<file path="src/rtl/mdio_pkg.sv">
// ---------------------------------------------------------------------------
// mdio_pkg
// Shared constants and state encoding for the MDIO station-side controller.
//   OP_WRITE / OP_READ / ST_CODE : clause-22 field codes
//   FRAME_LEN                    : bits in one management frame
//   TA_BIT                       : first turnaround bit (line released on reads)
//   DATA_BIT                     : first data bit (read sampling starts here)
//   mdio_state_t                 : controller FSM states
// ---------------------------------------------------------------------------
package mdio_pkg;

  localparam logic [1:0] OP_WRITE = 2'b01;
  localparam logic [1:0] OP_READ  = 2'b10;
  localparam logic [1:0] ST_CODE  = 2'b01;

  localparam int FRAME_LEN = 32;
  localparam int TA_BIT    = 14;
  localparam int DATA_BIT  = 16;

  typedef enum logic [1:0] {
    S_IDLE  = 2'd0,
    S_PRE   = 2'd1,
    S_DRIVE = 2'd2,
    S_READ  = 2'd3
  } mdio_state_t;

endpackage

</file>
<file path="src/rtl/mdio_clkgen.sv">
// ---------------------------------------------------------------------------
// mdio_clkgen
// MDC divider / phase counter. While enabled, walks a 2*DIV_HALF-cycle
// period and flags the edges on which MDC must fall and rise.
//   i_clk        : system clock
//   i_rst        : synchronous active-high reset
//   i_en         : run the divider (controller busy); low parks the phase at 0
//   o_fall_tick  : this edge starts a bit slot (MDC -> 0, data updates)
//   o_rise_tick  : this edge starts the high phase (MDC -> 1)
//   o_end_high   : fall tick that also closes a previous high phase
// ---------------------------------------------------------------------------
module mdio_clkgen #(
  parameter int DIV_HALF = 1
) (
  input  logic i_clk,
  input  logic i_rst,
  input  logic i_en,
  output logic o_fall_tick,
  output logic o_rise_tick,
  output logic o_end_high
);

  localparam int              CW     = $clog2(2 * DIV_HALF);
  localparam logic [CW-1:0]   C_LAST = CW'(2 * DIV_HALF - 1);
  localparam logic [CW-1:0]   C_RISE = CW'(DIV_HALF);

  logic [CW-1:0] r_cnt;
  logic          r_started;

  // Phase 0 of every period is the slot start; the very first one after
  // enable has no preceding high phase, hence r_started.
  assign o_fall_tick = i_en && (r_cnt == '0);
  assign o_rise_tick = i_en && (r_cnt == C_RISE);
  assign o_end_high  = o_fall_tick && r_started;

  always_ff @(posedge i_clk) begin
    if (i_rst || !i_en) begin
      r_cnt     <= '0;
      r_started <= 1'b0;
    end else begin
      r_cnt <= (r_cnt == C_LAST) ? '0 : r_cnt + CW'(1);
      if (o_fall_tick) r_started <= 1'b1;
    end
  end

endmodule

</file>
<file path="src/rtl/mdio_controller.sv">
// ---------------------------------------------------------------------------
// mdio_controller
// MDIO station transmitter: serializes a clause-22 frame MSB-first, optional
// preamble, and for reads releases the line at turnaround and shifts in 16
// data bits from MDIO_IN.
//   CLK, reset  : system clock, synchronous active-high reset
//   MDC_START   : start request, honoured only in IDLE
//   T_DATA      : {ST,OP,PHYAD,REGAD,TA,DATA}, latched at start
//   MDIO_IN     : serial read data from the PHY side
//   MDC         : management clock (2*DIV_HALF CLK period)
//   MDIO_OUT/OE : serial data and drive enable towards the PHY side
//   RD_DATA     : last completed read, DATA_RDY pulses one CLK on update
//   BUSY        : frame in progress
// ---------------------------------------------------------------------------
module mdio_controller
  import mdio_pkg::*;
#(
  parameter int DIV_HALF = 1,
  parameter int PRE_LEN  = 0
) (
  input  logic        CLK,
  input  logic        reset,
  input  logic        MDC_START,
  input  logic [31:0] T_DATA,
  input  logic        MDIO_IN,
  output logic        MDC,
  output logic        MDIO_OUT,
  output logic        MDIO_OE,
  output logic [15:0] RD_DATA,
  output logic        DATA_RDY,
  output logic        BUSY
);

  // Slot indices counted from the first preamble slot.
  localparam logic [6:0] L_PRE   = 7'(PRE_LEN);
  localparam logic [6:0] L_TOTAL = 7'(PRE_LEN + FRAME_LEN);
  localparam logic [6:0] L_TA    = 7'(PRE_LEN + TA_BIT);
  localparam logic [6:0] L_DATA  = 7'(PRE_LEN + DATA_BIT);

  mdio_state_t r_state, w_state_nxt;
  logic [31:0] r_frame;
  logic        r_is_read;
  logic [6:0]  r_slot;
  logic [14:0] r_rx;
  logic        r_mdc, r_out, r_oe, r_rdy, r_busy;
  logic [15:0] r_rd_data;

  logic w_fall, w_rise, w_end_high;
  logic w_start, w_last, w_sample;

  mdio_clkgen #(.DIV_HALF(DIV_HALF)) u_clkgen (
    .i_clk       (CLK),
    .i_rst       (reset),
    .i_en        (r_busy),
    .o_fall_tick (w_fall),
    .o_rise_tick (w_rise),
    .o_end_high  (w_end_high)
  );

  // r_slot counts slots already begun, so on a fall tick it is the index of
  // the slot about to start; reaching L_TOTAL means the last slot just ended.
  assign w_start  = (r_state == S_IDLE) && MDC_START;
  assign w_last   = w_end_high && (r_slot == L_TOTAL);
  assign w_sample = w_end_high && r_is_read && (r_slot > L_DATA);

  always_comb begin
    w_state_nxt = r_state;
    case (r_state)
      S_IDLE:  if (MDC_START) w_state_nxt = (PRE_LEN > 0) ? S_PRE : S_DRIVE;
      S_PRE:   if (w_fall && (r_slot == L_PRE)) w_state_nxt = S_DRIVE;
      S_DRIVE: begin
        if (w_last)                                     w_state_nxt = S_IDLE;
        else if (w_fall && r_is_read && r_slot == L_TA) w_state_nxt = S_READ;
      end
      S_READ:  if (w_last) w_state_nxt = S_IDLE;
      default: w_state_nxt = S_IDLE;
    endcase
  end

  always_ff @(posedge CLK) begin
    if (reset) begin
      r_state   <= S_IDLE;
      r_frame   <= '0;
      r_is_read <= 1'b0;
      r_slot    <= '0;
      r_rx      <= '0;
      r_mdc     <= 1'b0;
      r_out     <= 1'b0;
      r_oe      <= 1'b0;
      r_rdy     <= 1'b0;
      r_busy    <= 1'b0;
      r_rd_data <= '0;
    end else begin
      r_state <= w_state_nxt;
      r_rdy   <= 1'b0;

      if (w_rise)      r_mdc <= 1'b1;
      else if (w_fall) r_mdc <= 1'b0;

      if (w_start) begin
        r_frame   <= T_DATA;
        r_is_read <= (T_DATA[29:28] == OP_READ);
        r_busy    <= 1'b1;
        r_slot    <= '0;
      end else if (w_last) begin
        r_busy <= 1'b0;
        r_oe   <= 1'b0;
        r_out  <= 1'b0;
        r_slot <= '0;
        if (r_is_read) begin
          r_rd_data <= {r_rx, MDIO_IN};
          r_rdy     <= 1'b1;
        end
      end else if (w_fall) begin
        r_slot <= r_slot + 7'd1;
        if (r_state == S_PRE && r_slot != L_PRE) begin
          r_out <= 1'b1;
          r_oe  <= 1'b1;
        end else if (r_is_read && r_slot >= L_TA) begin
          // Turnaround and data phase of a read: line belongs to the PHY.
          r_out <= 1'b0;
          r_oe  <= 1'b0;
        end else begin
          r_out   <= r_frame[31];
          r_oe    <= 1'b1;
          r_frame <= {r_frame[30:0], 1'b0};
        end
        if (w_sample) r_rx <= {r_rx[13:0], MDIO_IN};
      end
    end
  end

  assign MDC      = r_mdc;
  assign MDIO_OUT = r_out;
  assign MDIO_OE  = r_oe;
  assign RD_DATA  = r_rd_data;
  assign DATA_RDY = r_rdy;
  assign BUSY     = r_busy;

endmodule

</file>
<file path="config.mk">
export PLATFORM = sky130hd
export DESIGN_NAME = mdio_controller
export DESIGN_NICKNAME = d
export VERILOG_FILES = /design/src/rtl/mdio_pkg.sv /design/src/rtl/mdio_clkgen.sv /design/src/rtl/mdio_controller.sv
export SDC_FILE = /design/constraint.sdc
export NUM_CORES = 1
export LEC_CHECK = 0
export CAP_MARGIN = 10
export CORE_UTILIZATION = 35
export DETAILED_ROUTE_END_ITERATION = 10
export PLACE_DENSITY_LB_ADDON = 0.05
export REMOVE_ABC_BUFFERS = 1
export SLEW_MARGIN = 20
export SYNTH_ARGS = -nofsm -noshare
export SYNTH_HDL_FRONTEND = slang
export SYNTH_HIERARCHICAL = 1
export SYNTH_SLANG_ARGS = --single-unit
</file>
<file path="constraint.sdc">
create_clock -name CLK -period 2.8 [get_ports CLK]
set_clock_uncertainty 0.05 [all_clocks]
set_input_delay 0.28 -clock CLK [delete_from_list [all_inputs] [get_ports CLK]]
set_output_delay 0.28 -clock CLK [all_outputs]
set_load 0.1 [all_outputs]
</file>
# Word level (Yosys, flattened, before mapping)
# Cells that the tools add are included.
[word_totals]
reg_bits = 80
inputBits = 36
out_inout_bits = 21
elab_cells = 86
[classes]
n_addsub = 2
magnitude_cmp = 2
n_eq_ne = 13
n_mux = 24
bitwise = 3
reduce_logical = 29
[op_table]
columns = ["cell", "n"]
rows = [
  ["$mux W32", 5],
  ["$mux W1", 13],
  ["$logic_and A1 B1 Y1", 12],
  ["$ne A2 B2 Y1 const B", 6],
  ["$reduce_and A4 Y1", 3],
  ["$mux W2", 5],
  ["$pmux W2 S4", 1],
  ["$reduce_bool A2 Y1", 4],
  ["$add A7 B1 Y7 const B", 1],
  ["$eq A7 B4 Y1 const B", 1],
  ["$eq A7 B6 Y1 const B", 1],
  ["$ge A7 B4 Y1 const B", 1],
  ["$gt A7 B5 Y1 const B", 1],
  ["$logic_not A7 Y1", 1],
  ["$reduce_bool A7 Y1", 1],
  ["$eq A2 B2 Y1 const B", 3],
  ["$reduce_or A3 Y1", 2],
  ["$ne A3 B3 Y1 const B", 1],
  ["$not A1 Y1", 3],
  ["$reduce_and A3 Y1", 1],
  ["$eq A2 B1 Y1 const B", 1],
  ["$logic_not A2 Y1", 1],
  ["$reduce_and A2 Y1", 1],
  ["$reduce_or A2 Y1", 1],
  ["3 further kinds", 3],
]

# Logic depth before layout (Yosys ltp)
[depth]
depth_word = 7
ltp_mapped = 8
ltp_nobuf = 7

# By module
# The synthesis kept the hierarchy.
[modules_own_cells]
columns = ["module", "instances", "cells_each", "area_each_um2", "seq_area_each_um2"]
rows = [
  ["mdio_controller", 1, 392, 3547.2, 1561.5],
  ["mdio_clkgen", 1, 8, 100.1, 40.0],
]

# Worst setup path before layout
# Ideal clock, no wire load.
[synth_path]
kind = "reg-to-reg"
start = "register r_busy (netlist: BUSY)"
end = "register r_rx[5]"
setup_time_ns = 0.128
t_arrival_ns = 2.616
t_required_ns = 2.622
path_slack_ns = 0.006
path_stages_with_launch = 8
path_buffers = 2
period_less_slack_ns = 2.794
cell_sequence = "dfxtp_1 > nor2b_4 > clkbuf_1 > nand3_1 > nor3_2 > buf_4 > mux2i_1 > nor2_1"
[synth_via]
elab_chain_cells = 5
word_cells_on_any_way = 7
classes_between = "1 x bitwise; 6 x reduce/logical"
[synth_rtl]
columns = ["item", "line", "text"]
rows = [
  ["from (decl)", "mdio_controller.sv:45", "logic r_mdc, r_out, r_oe, r_rdy, r_busy;"],
  ["from (signal assigned)", "mdio_controller.sv:91", "r_busy <= 1'b0;"],
  ["from (signal assigned)", "mdio_controller.sv:103", "r_busy <= 1'b1;"],
  ["from (signal assigned)", "mdio_controller.sv:106", "r_busy <= 1'b0;"],
  ["$logic_and A1 B1 Y1 *", "mdio_clkgen.sv:32", "assign o_fall_tick = i_en && (r_cnt == '0);"],
  ["named net w_fall", "mdio_controller.sv:48", "logic w_fall, w_rise, w_end_high;"],
  ["$logic_and A1 B1 Y1", "mdio_clkgen.sv:34", "assign o_end_high = o_fall_tick && r_started;"],
  ["$logic_and A1 B1 Y1 (on tied branches)", "mdio_controller.sv:64, mdio_controller.sv:63", ""],
  ["$logic_and A1 B1 Y1 or $not A1 Y1 (tied branches)", "--", ""],
  ["$reduce_and A4 Y1 (no source line) *", "--", ""],
  ["to (signal assigned)", "mdio_controller.sv:128", "if (w_sample) r_rx <= {r_rx[13:0], MDIO_IN};"],
  ["to (decl)", "mdio_controller.sv:44", "logic [14:0] r_rx;"],
]
# Mark *: on every way through the listed nets, which the timed path passes. The rest lies on a longest branch.
# A chain may end at the register's enable or synchronous reset.

# Worst setup path in the final report
[layout_path]
start = "register r_slot[1]"
end = "register r_frame[10]"
[layout_via]
elab_chain_cells = 4
word_cells_on_any_way = 10
classes_between = "1 x order compare; 4 x eq/ne; 5 x reduce/logical"
[layout_rtl]
columns = ["item", "line", "text"]
rows = [
  ["from (decl)", "mdio_controller.sv:43", "logic [6:0] r_slot;"],
  ["from (signal assigned)", "mdio_controller.sv:115", "r_slot <= r_slot + 7'd1;"],
  ["$ge A7 B4 Y1, or another cell as far along", "mdio_controller.sv:119", "end else if (r_is_read && r_slot >= L_TA) begin"],
  ["$logic_and A1 B1 Y1 (on tied branches)", "mdio_controller.sv:119, mdio_controller.sv:63, mdio_controller.sv:116", ""],
  ["$ne A2 B2 Y1 (no source line)", "--", ""],
  ["$reduce_and A4 Y1 (no source line) *", "--", ""],
  ["to (signal assigned)", "mdio_controller.sv:126", "r_frame <= {r_frame[30:0], 1'b0};"],
  ["to (decl)", "mdio_controller.sv:41", "logic [31:0] r_frame;"],
]
# Mark *: on every way between the ends. The rest lies on a longest branch, timed or not.

==> qor.yml <==
grt_pass1_wl_mm: 13.7
cts.sinks: 80
die-area_um2: 10800
ant_nets: 0
finalCritPeriodShare: 0.841
drt-total-wl_mm: 8.23
wl_met2_mm: 3.73
grt_pass1_vias: 2745
diodes: 0
wire_per_inst_um: 14.1
max_freq_ghz: 0.425
cp.arrival_ns: 2.58
yosysUniqueCellTypes: 45
hpwl_mm: 5.05
yosysWarnings: 6
synth_ff_type: "dfxtp_1"
slew_viol_final: 0
total_leakage_power_nw: 1.58
drive_gt1_frac: 0.229
synth.top_cell.area_share: 0.439
syn-cell-area_um2: 3650
postCtsSetupRepairBufs: 0
worst_setup_path_start_kind: "flop"
setup_viol: 0
die_y_um: 104
fillers: 1000
core_area_um2: 9950
gp_congestion: 0.772
async_reset_ff_frac: 0
top_level_ports: 57
post_cts_resized: 0
drt-vias-per-instance: 5.00
path_class: "reg2reg"
wirelength_met1_mm: 4.14
multi_input_area_um2: 1890
cp.required_ns: 3.03
rows: 36
hold_slack_ns: 0.323
grt_use_total: 0.156
numCtsBuffers: 9
hold_viol: 0
crit_path_end_kind: "flop"
rsz0062_at_grt: "no"
synthToLayoutAreaGrowth_pct: 23.2
seqCellArea_um2: 1600
clock_latency_ns: 0.35
antenna_found_initial: 0
drt_iter0_drc: 130
fp.dieW_um: 104
status: "completed"
cts_hold_buf: 0
synthCells: 400
cap_viol_max_count: 0
path_max_fanout: 32
power_density_nw_per_um2: 586
firstDrtPassIters: 4
clockBufferDepth: 2
ys_seq_area_frac: 0.439
grt_max_degree: 34
yosysTopAreaCell: "dfxtp_1"
synthTopCellsByArea: "dfxtp_1, a211oi_2, nor2_1"
synth_edf_count: 0
initial_core_util: 0.366
vias: 2917
fin_util: 0.451
period_needed_ns: 2.36
final_cell_mix: "dfxtp_1, nor2_1, nand2_1"
worst_pin_slew_ns: 0.726
drc_errors: 0
top_layer: "met4"
met3_length_um: 287
root_buffer: "clkbuf_8"
grt_overflow_total: 0
cts_tree: "built"
syn_avg_cell_area_um2: 9.12
port-buffer-count: 56
synth-seq-cells: 80
slew_headroom: 0.516
nets: 483
min_path_type: "in2reg"
ir_drop_mv: 0.244
path_clk_slew_ns: 0.09
cts_max_level: 3
[worst paths after layout]
kind,start,to,slack (ns),depth (start not counted)
setup reg to reg,r_slot[1],r_frame[10],0.44,8
setup / recovery,r_slot[1],r_frame[10],0.44,8
hold / removal,reset,r_rx[11],0.32,2
hold reg to reg,RD_DATA[10],RD_DATA[10],0.41,2
[metal layers]
metal,vias up,global-route usage
met1,1382,0.212
li1,1487,-
met3,6,0.0407
met5,-,0
met4,0,0.0459
met2,42,0.242
[kinds of logic after synthesis]
logic type	Yosys count	share of synthesized area
AND/OR/NAND/NOR	162	0.205
AO/OA/AOI/OAI	97	0.244
flip-flops	80	0.439
buffers and inverters	37	0.0467
multiplexers	16	0.0439
XOR/XNOR	6	0.0144
adder cells (fa/ha/maj)	2	0.00686
[cells in the mapped netlist, drive strengths merged, types with 3 or more instances]
cell type	number
nand2	38
clkbuf	25
nor2b	4
and3	3
dfxtp	80
nand3	3
xor2	4
mux2i	16
nor3	4
a211oi	33
buf	8
nand2b	3
a21oi	22
inv	4
o2bb2ai	31
nor2	93
[registers in the layout (all words and copies together) (netlist names), 2 cells and up]
signal   flops
r_slot       7
r_frame     32
r_rx        15
r_state      2
RD_DATA     16
[metrics by stage]
stage | total power [mW] | area, um2 | setup TNS (ns) | setup slack, ns | instances
3_5_place_dp | 1.77 | 4280 | 0 | 0.260 | 567
4_1_cts | 2.67 | 4490 | 0 | 0.237 | 583
3_3_place_gp | 1.76 | 4280 | 0 | 0.379 | 567
2_1_floorplan | 1.60 | 3490 | -26.24 | -0.704 | 367
6_report | 2.63 | 4490 | 0 | 0.444 | 583
5_1_grt | 2.77 | 4490 | 0 | 0.243 | 583
[layout make-up]
cell class                      instances  share of cell area
Clock inverter                          7              0.0187
Clock buffer                            9              0.0276
Tap cell                              133              0.0370
Inverter                                4             0.00334
Timing Repair Buffer                   67               0.136
Sequential cell                        80               0.356
Multi-Input combinational cell        283               0.421
[worst max-delay path, stage by stage (launching register included)]
cell and delay (ns):
dfxtp_1 0.37, inv_1 0.07, ha_1 0.15, or4b_4 0.50, o311a_4 0.37, a211oi_4 0.26
buf_12 0.25, nor2_1 0.07, a211oi_2 0.19
[power by group]
part           switching, mW  internal, mW  leakage (nW)  total [mW]
clock network          0.469         0.429         0.103       0.899
logic                  0.263         0.215         0.822       0.478
registers             0.0466          1.21         0.653        1.26
total                  0.779          1.85          1.58        2.63
Power figures use the tool's default switching activity.
